File: config.mk
export PLATFORM = sky130hd
export DESIGN_NAME = fetch_unit
export DESIGN_NICKNAME = d
export VERILOG_FILES = /design/src/rtl/fetch_unit.sv
export SDC_FILE = /design/constraint.sdc
export NUM_CORES = 1
export LEC_CHECK = 0
export CORE_MARGIN = 3
export CORE_UTILIZATION = 50
export CTS_CLUSTER_DIAMETER = 150
export DETAILED_ROUTE_END_ITERATION = 8
export GPL_ROUTABILITY_DRIVEN = 0
export PLACE_DENSITY = 0.77
export SYNTH_ARGS = -nofsm -noshare
export SYNTH_HDL_FRONTEND = slang
export SYNTH_SLANG_ARGS = --single-unit
File: constraint.sdc
create_clock -name clk -period 7.52 [get_ports clk]
set_clock_uncertainty 0.15 [all_clocks]
set_input_delay 1.504 -clock clk [delete_from_list [all_inputs] [get_ports clk]]
set_output_delay 1.504 -clock clk [all_outputs]
set_load 0.02 [all_outputs]
File: src/rtl/fetch_unit.sv
// rtl/fetch_unit.sv - instruction fetch stage: PC, imem address, prefetch queue
// Redirect flushes the queue and restarts fetch; decode drains via valid/ready.
module fetch_unit #(
  parameter int             N           = 32,
  parameter logic [N-1:0]   RESET_PC    = '0,
  parameter int             QUEUE_DEPTH = 2
) (
  input  logic         clk,
  input  logic         rst,
  output logic [N-1:0] imem_addr,
  input  logic [N-1:0] imem_instr,
  input  logic         redirect_valid,
  input  logic [N-1:0] redirect_pc,
  output logic         out_valid,
  output logic [N-1:0] out_instr,
  output logic [N-1:0] out_pc,
  input  logic         out_ready
);

  localparam int AW = (QUEUE_DEPTH > 1) ? $clog2(QUEUE_DEPTH) : 1;
  localparam int CW = $clog2(QUEUE_DEPTH + 1);

  logic [N-1:0]  fetch_pc_q, fetch_pc_d;
  logic [AW-1:0] rd_ptr_q, rd_ptr_d;
  logic [AW-1:0] wr_ptr_q, wr_ptr_d;
  logic [CW-1:0] count_q, count_d;
  logic [N-1:0]  pc_mem_q    [QUEUE_DEPTH];
  logic [N-1:0]  instr_mem_q [QUEUE_DEPTH];

  logic pop;
  logic push;

  // A full queue may still push when its head leaves in the same cycle.
  assign pop  = (count_q != '0) & out_ready;
  assign push = !redirect_valid & ((count_q < CW'(QUEUE_DEPTH)) | pop);

  always_comb begin
    fetch_pc_d = fetch_pc_q;
    rd_ptr_d   = rd_ptr_q;
    wr_ptr_d   = wr_ptr_q;
    count_d    = count_q;
    if (redirect_valid) begin
      fetch_pc_d = {redirect_pc[N-1:2], 2'b00};
      rd_ptr_d   = '0;
      wr_ptr_d   = '0;
      count_d    = '0;
    end else begin
      if (push) begin
        fetch_pc_d = fetch_pc_q + N'(4);
        wr_ptr_d   = wr_ptr_q + AW'(1);
      end
      if (pop) begin
        rd_ptr_d = rd_ptr_q + AW'(1);
      end
      if (push && !pop) begin
        count_d = count_q + CW'(1);
      end else if (pop && !push) begin
        count_d = count_q - CW'(1);
      end
    end
  end

  always_ff @(posedge clk) begin
    if (rst) begin
      fetch_pc_q <= RESET_PC;
      rd_ptr_q   <= '0;
      wr_ptr_q   <= '0;
      count_q    <= '0;
      for (int i = 0; i < QUEUE_DEPTH; i++) begin
        pc_mem_q[i]    <= '0;
        instr_mem_q[i] <= '0;
      end
    end else begin
      fetch_pc_q <= fetch_pc_d;
      rd_ptr_q   <= rd_ptr_d;
      wr_ptr_q   <= wr_ptr_d;
      count_q    <= count_d;
      if (push) begin
        pc_mem_q[wr_ptr_q]    <= fetch_pc_q;
        instr_mem_q[wr_ptr_q] <= imem_instr;
      end
    end
  end

  assign imem_addr = fetch_pc_q;
  assign out_valid = (count_q != '0);
  assign out_pc    = pc_mem_q[rd_ptr_q];
  assign out_instr = instr_mem_q[rd_ptr_q];

endmodule

# Yosys cells after proc, flatten, opt, wreduce, memory -nomap -nowiden
# Memories as Yosys holds them, arrays and structs flattened. A register that Yosys moved wholly into a read port is not among the register bits.
# Index checks and enable logic that the tools add are counted.
totals:
  inputBits: 68
  ff_bits: 36
  ram_bits: 128
  n_memories: 2
mem_list:
  columns: ["name", "depth", "width", "read_ports", "rd_clocked_by_memory_dff", "write_ports", "line_no", "source"]
  rows:
  - ["instr_mem_q", 2, 32, 1, 1, 2, "28", "logic [N-1:0] instr_mem_q [QUEUE_DEPTH];"]
  - ["pc_mem_q", 2, 32, 1, 1, 2, "27", "logic [N-1:0] pc_mem_q [QUEUE_DEPTH];"]
op_classes:
  reduce_logical: 11
  bitwise: 3
  mux: 19
  add_sub_neg: 5
  magnitude_cmp: 1
op_table:
  columns: ["op", "count"]
  rows:
  - ["32-bit two-way mux", 4]
  - ["32-bit OR reduction", 2]
  - ["32-bit by 3-bit adder with 32-bit output, second input constant", 1]
  - ["1-bit two-way mux", 13]
  - ["2-bit nonzero test", 3]
  - ["2-bit two-way mux", 2]
  - ["1-bit zero test", 3]
  - ["1-bit adder, second input constant", 2]
  - ["2-bit by 1-bit adder with 2-bit output, second input constant", 1]
  - ["1-bit AND", 2]
  - ["1-bit logical AND", 2]
  - ["2-bit < comparator, second input constant", 1]
  - ["2-bit OR reduction", 1]
  - ["2-bit by 1-bit subtractor with 2-bit output, second input constant", 1]
  - ["1-bit bitwise OR", 1]

# Logic depth before layout (Yosys ltp)
logic_depth:
  word_depth: 9
  mapped_depth: 7
  mapped_depth_nobuf: 6

# Worst setup path before layout
# OpenSTA, ideal clock, no wires.
synth_path:
  path_kind: "input-to-reg"
  start: "input port redirect_valid"
  end: "memory instr_mem_q[0][0], enable pin"
  t_arrival_ns: 6.310
  setup_time_ns: 0.574
  setup_slack_ns: 0.486
  path_buffers: 1
  stages: 2
  cell_sequence: "clkbuf_1 > o31ai_1"
synth_rtl:
  columns: ["element", "line_no", "source"]
  rows:
  - ["start: declaration", "12", "input logic redirect_valid,"]
  - ["end: declaration", "28", null]

==> flow_metrics.env <==
export IMPL_run_status="finished, final reports clean"
export IMPL_critPathCaptureType="flip-flop"
export IMPL_synth_top_area_cell="edfxtp_1"
export IMPL_synth_edff_count=124
export IMPL_fin_nets=787
export IMPL_synth_seq_cells=159
export IMPL_timing_critical_path_fanout_max=63
export IMPL_drc_errors=0
export IMPL_synth_top_family_by_area="simple AND/OR/NAND/NOR gates"
export IMPL_data_required_critical_path_ps=7450
export IMPL_port_buffers=158
export IMPL_hp_class="flip-flop to flip-flop"
export IMPL_drv_cap=0
export IMPL_synthTopCellsByCount="and2_1, edfxtp_1, mux2_2"
export IMPL_final_period_utilization_pct=66.28
export IMPL_final_instance_count_excl_fill=910
export IMPL_clockRootBuffer="clkbuf_16"
export IMPL_max_freq_mhz=200.6
export IMPL_antenna_violation_net_count_after_detailed_routing=0
export IMPL_clock_sink_count=159
export IMPL_arrival_ps=4910
export IMPL_yosys_top_cells_area="edfxtp_1, and2_1, dfxtp_1, mux2_2, xnor2_1"
export IMPL_number_of_placed_i_o_pins=165
export IMPL_synthesis_area_sq_mm=0.007198
export IMPL_setup_violations=0
export IMPL_antenna_violations_before_repair=0
export IMPL_static_leakage_power_nw=3.502
export IMPL_post_synth_cell_area_avg_sq_um=12.65
export IMPL_die_footprint_sq_mm=0.01587
export IMPL_clk_pin_slew_worst_paths_ps=60
export IMPL_maxSlewHeadroom_pct=31.50
export IMPL_synth_fa_ha_area_share_pct=0.3476
export IMPL_fp_row_count=43
export IMPL_resized_after_cts=0
export IMPL_netlist_cell_type_count=39
export IMPL_synth_ff_type="edfxtp_1"
export IMPL_final_max_slew_viol_count=0
export IMPL_worstMarginPinSlew_ps=1028
export IMPL_cts_tree="done"
export IMPL_cts_hold_repair_buffers=0
export IMPL_worst_setup_path_start_kind="primary input"
export IMPL_layout_filler_cells=1036
export IMPL_postSynthCellCount=569
export IMPL_detail_route_wl_per_cell_um=17.55
export IMPL_async_reset_ff_share_pct=0
export IMPL_detailed_place_hpwl_um=10280
export IMPL_synth_warning_count=0
export IMPL_numPlacedInstances=878
export IMPL_maximum_number_of_pins_on_one_net_before_global_route_repair=64
export IMPL_track_usage_pct=20.65
export IMPL_insertion_delay_ps=410
export IMPL_ys_seq_area_share_pct=61.46
export IMPL_htree_num_levels=4
export IMPL_post_synth_xor_area_fraction_pct=3.529
export IMPL_drt_first_pass_iters=6
export IMPL_start_util_pct=51.46
export IMPL_placed_inst_area_sq_mm=0.008910
export IMPL_vias=4866
export IMPL_setup_tns_ps=0
export IMPL_via_density=5.347
export IMPL_maximum_vdd_drop_mv=0.1674
export IMPL_grt_first_pass_wirelength_um=25690
export IMPL_die_width_um=126.0
export IMPL_n_antenna_cell=0
export IMPL_first_global_vias=5028
export IMPL_die_h_um=126.0
export IMPL_final_layout_size_suffix_gt1_share_pct=15.07
export IMPL_final_min_clock_period_ps=4984
export IMPL_post_synth_mux_area_share_pct=9.838
export IMPL_grt_overflow_total=0
export IMPL_rsz0062_at_grt="no"
export IMPL_syn_to_final_growth_pct=32.16
export IMPL_tritoncts_num_buffers=17
export IMPL_cts_root_to_sink_buffers=2
export IMPL_synth_largest_type_area_fraction_pct=51.73
export IMPL_routed_wl_um=15970
export IMPL_coreArea_sq_mm=0.01399
export IMPL_synth_simple_area_share_pct=18.82
export IMPL_critical_path_class="primary input to flip-flop"
export IMPL_drt_first_iter_violations=450
export IMPL_power_density_mw_per_mm2=232.5
export IMPL_synth_compound_gate_area_share_pct=3.372
export IMPL_finish_instance_area_sq_mm=0.009513
export IMPL_post_cts_repair_setup_buffers=0
export IMPL_timing_hold_violations_final=0
-- power by group --
group / switching (mW) / leakage, nW / internal [mW]
Sequential: 0.0315 / 1.61 / 1.01
Clock: 0.328 / 0.295 / 0.551
Combinational: 0.147 / 1.60 / 0.148
-- metrics by stage --
step                utilization [%]  setup slack, ps  hold WS (ps)  power, mW
finish                        68.01             2536         365.4      2.212
global route                  68.01             2181         401.0      2.290
CTS                           68.01             2492         366.6      2.227
detailed placement            63.69             2052         352.1      1.353
global placement              63.69             2072         335.1      1.344
floorplan                         -            486.0         322.5      1.203
-- worst max-delay path, cell delays in order --
cell and delay (ps):
clkdlybuf4s50_1 800, nor2_1 290, and3_2 900, or2_2 890, buf_4 480
-- cells in the final DEF (no fill, tap or decap), types with 2 or more instances in the layout --
master / instances
or2_2: 3
and3_2: 2
nand3_1: 8
and2_1: 124
clkbuf_1: 2
edfxtp_1: 124
ha_1: 2
clkinv_1: 2
xor2_1: 7
dfxtp_1: 34
inv_1: 4
clkinv_4: 2
or3_1: 4
o21ai_0: 7
clkinv_2: 4
a211oi_1: 13
nor4_1: 2
nor2_1: 24
buf_4: 5
xnor2_1: 22
and2_2: 3
nand4_1: 11
nor3_1: 9
conb_1: 4
mux2_2: 62
clkdlybuf4s50_1: 158
a311oi_1: 3
and3_1: 3
bufinv_16: 4
and4_1: 5
a21oi_1: 14
nand2_1: 30
clkbuf_16: 17
-- area by class of cell --
| cell class | count | area (sq um) | share of cell area, % |
|---|---|---|---|
| repair buffers | 163 | 1619 | 17.02 |
| clock inverters | 13 | 170.2 | 1.789 |
| inverters | 5 | 18.77 | 0.1973 |
| flip-flops and latches | 159 | 4425 | 46.52 |
| multi-input cells | 371 | 2621 | 27.55 |
| clock buffers | 19 | 432.9 | 4.551 |
| well taps | 180 | 225.2 | 2.367 |
-- kinds of logic (layout without fill, tap and decap cells) --
kind of cell             count (synthesis)  after routing
other                                    1              4
flip-flops                             159            159
AND/OR/NAND/NOR                        234            234
AO/OA/AOI/OAI                           39             39
adder cells (fa/ha/maj)                  2              2
multiplexers                            63             63
buffers and inverters                   42            200
XOR/XNOR                                29             29
-- metal layers --
layer  part of all wire [%]  up-vias  wire (um)  GRT usage [%]
met3                    6.9       17       1097          4.580
li1                       -     2309          -              -
met2                     50      184       7910          34.43
met4                    1.5        0        242          7.445
met1                     42     2356       6721          26.72
met5                      0        -          0              0
-- path summary, 6_finish.rpt --
kind                           start                              end  slack [ps]  depth (start not counted)
max                   redirect_valid  instr_mem_q[1][2]$_SDFFCE_PN0P_        2540                          5
max reg2reg  count_q[1]$_SDFFE_PP0P_  instr_mem_q[1][2]$_SDFFCE_PN0P_        4020                          5
min reg2reg    rd_ptr_q$_SDFFE_PP0P_            rd_ptr_q$_SDFFE_PP0P_         370                          2
min            rd_ptr_q$_SDFFE_PP0P_            rd_ptr_q$_SDFFE_PP0P_         370                          2
-- state kept, by name, indices dropped and copies added (netlist names), named ones only --
| name | flops |
|---|---|
| pc_mem_q | 60 |
| instr_mem_q | 64 |
| count_q | 2 |
| rd_ptr_q | 1 |
| wr_ptr_q | 1 |
| imem_addr | 30 |
Note: power is estimated with default switching activity, not from simulation.
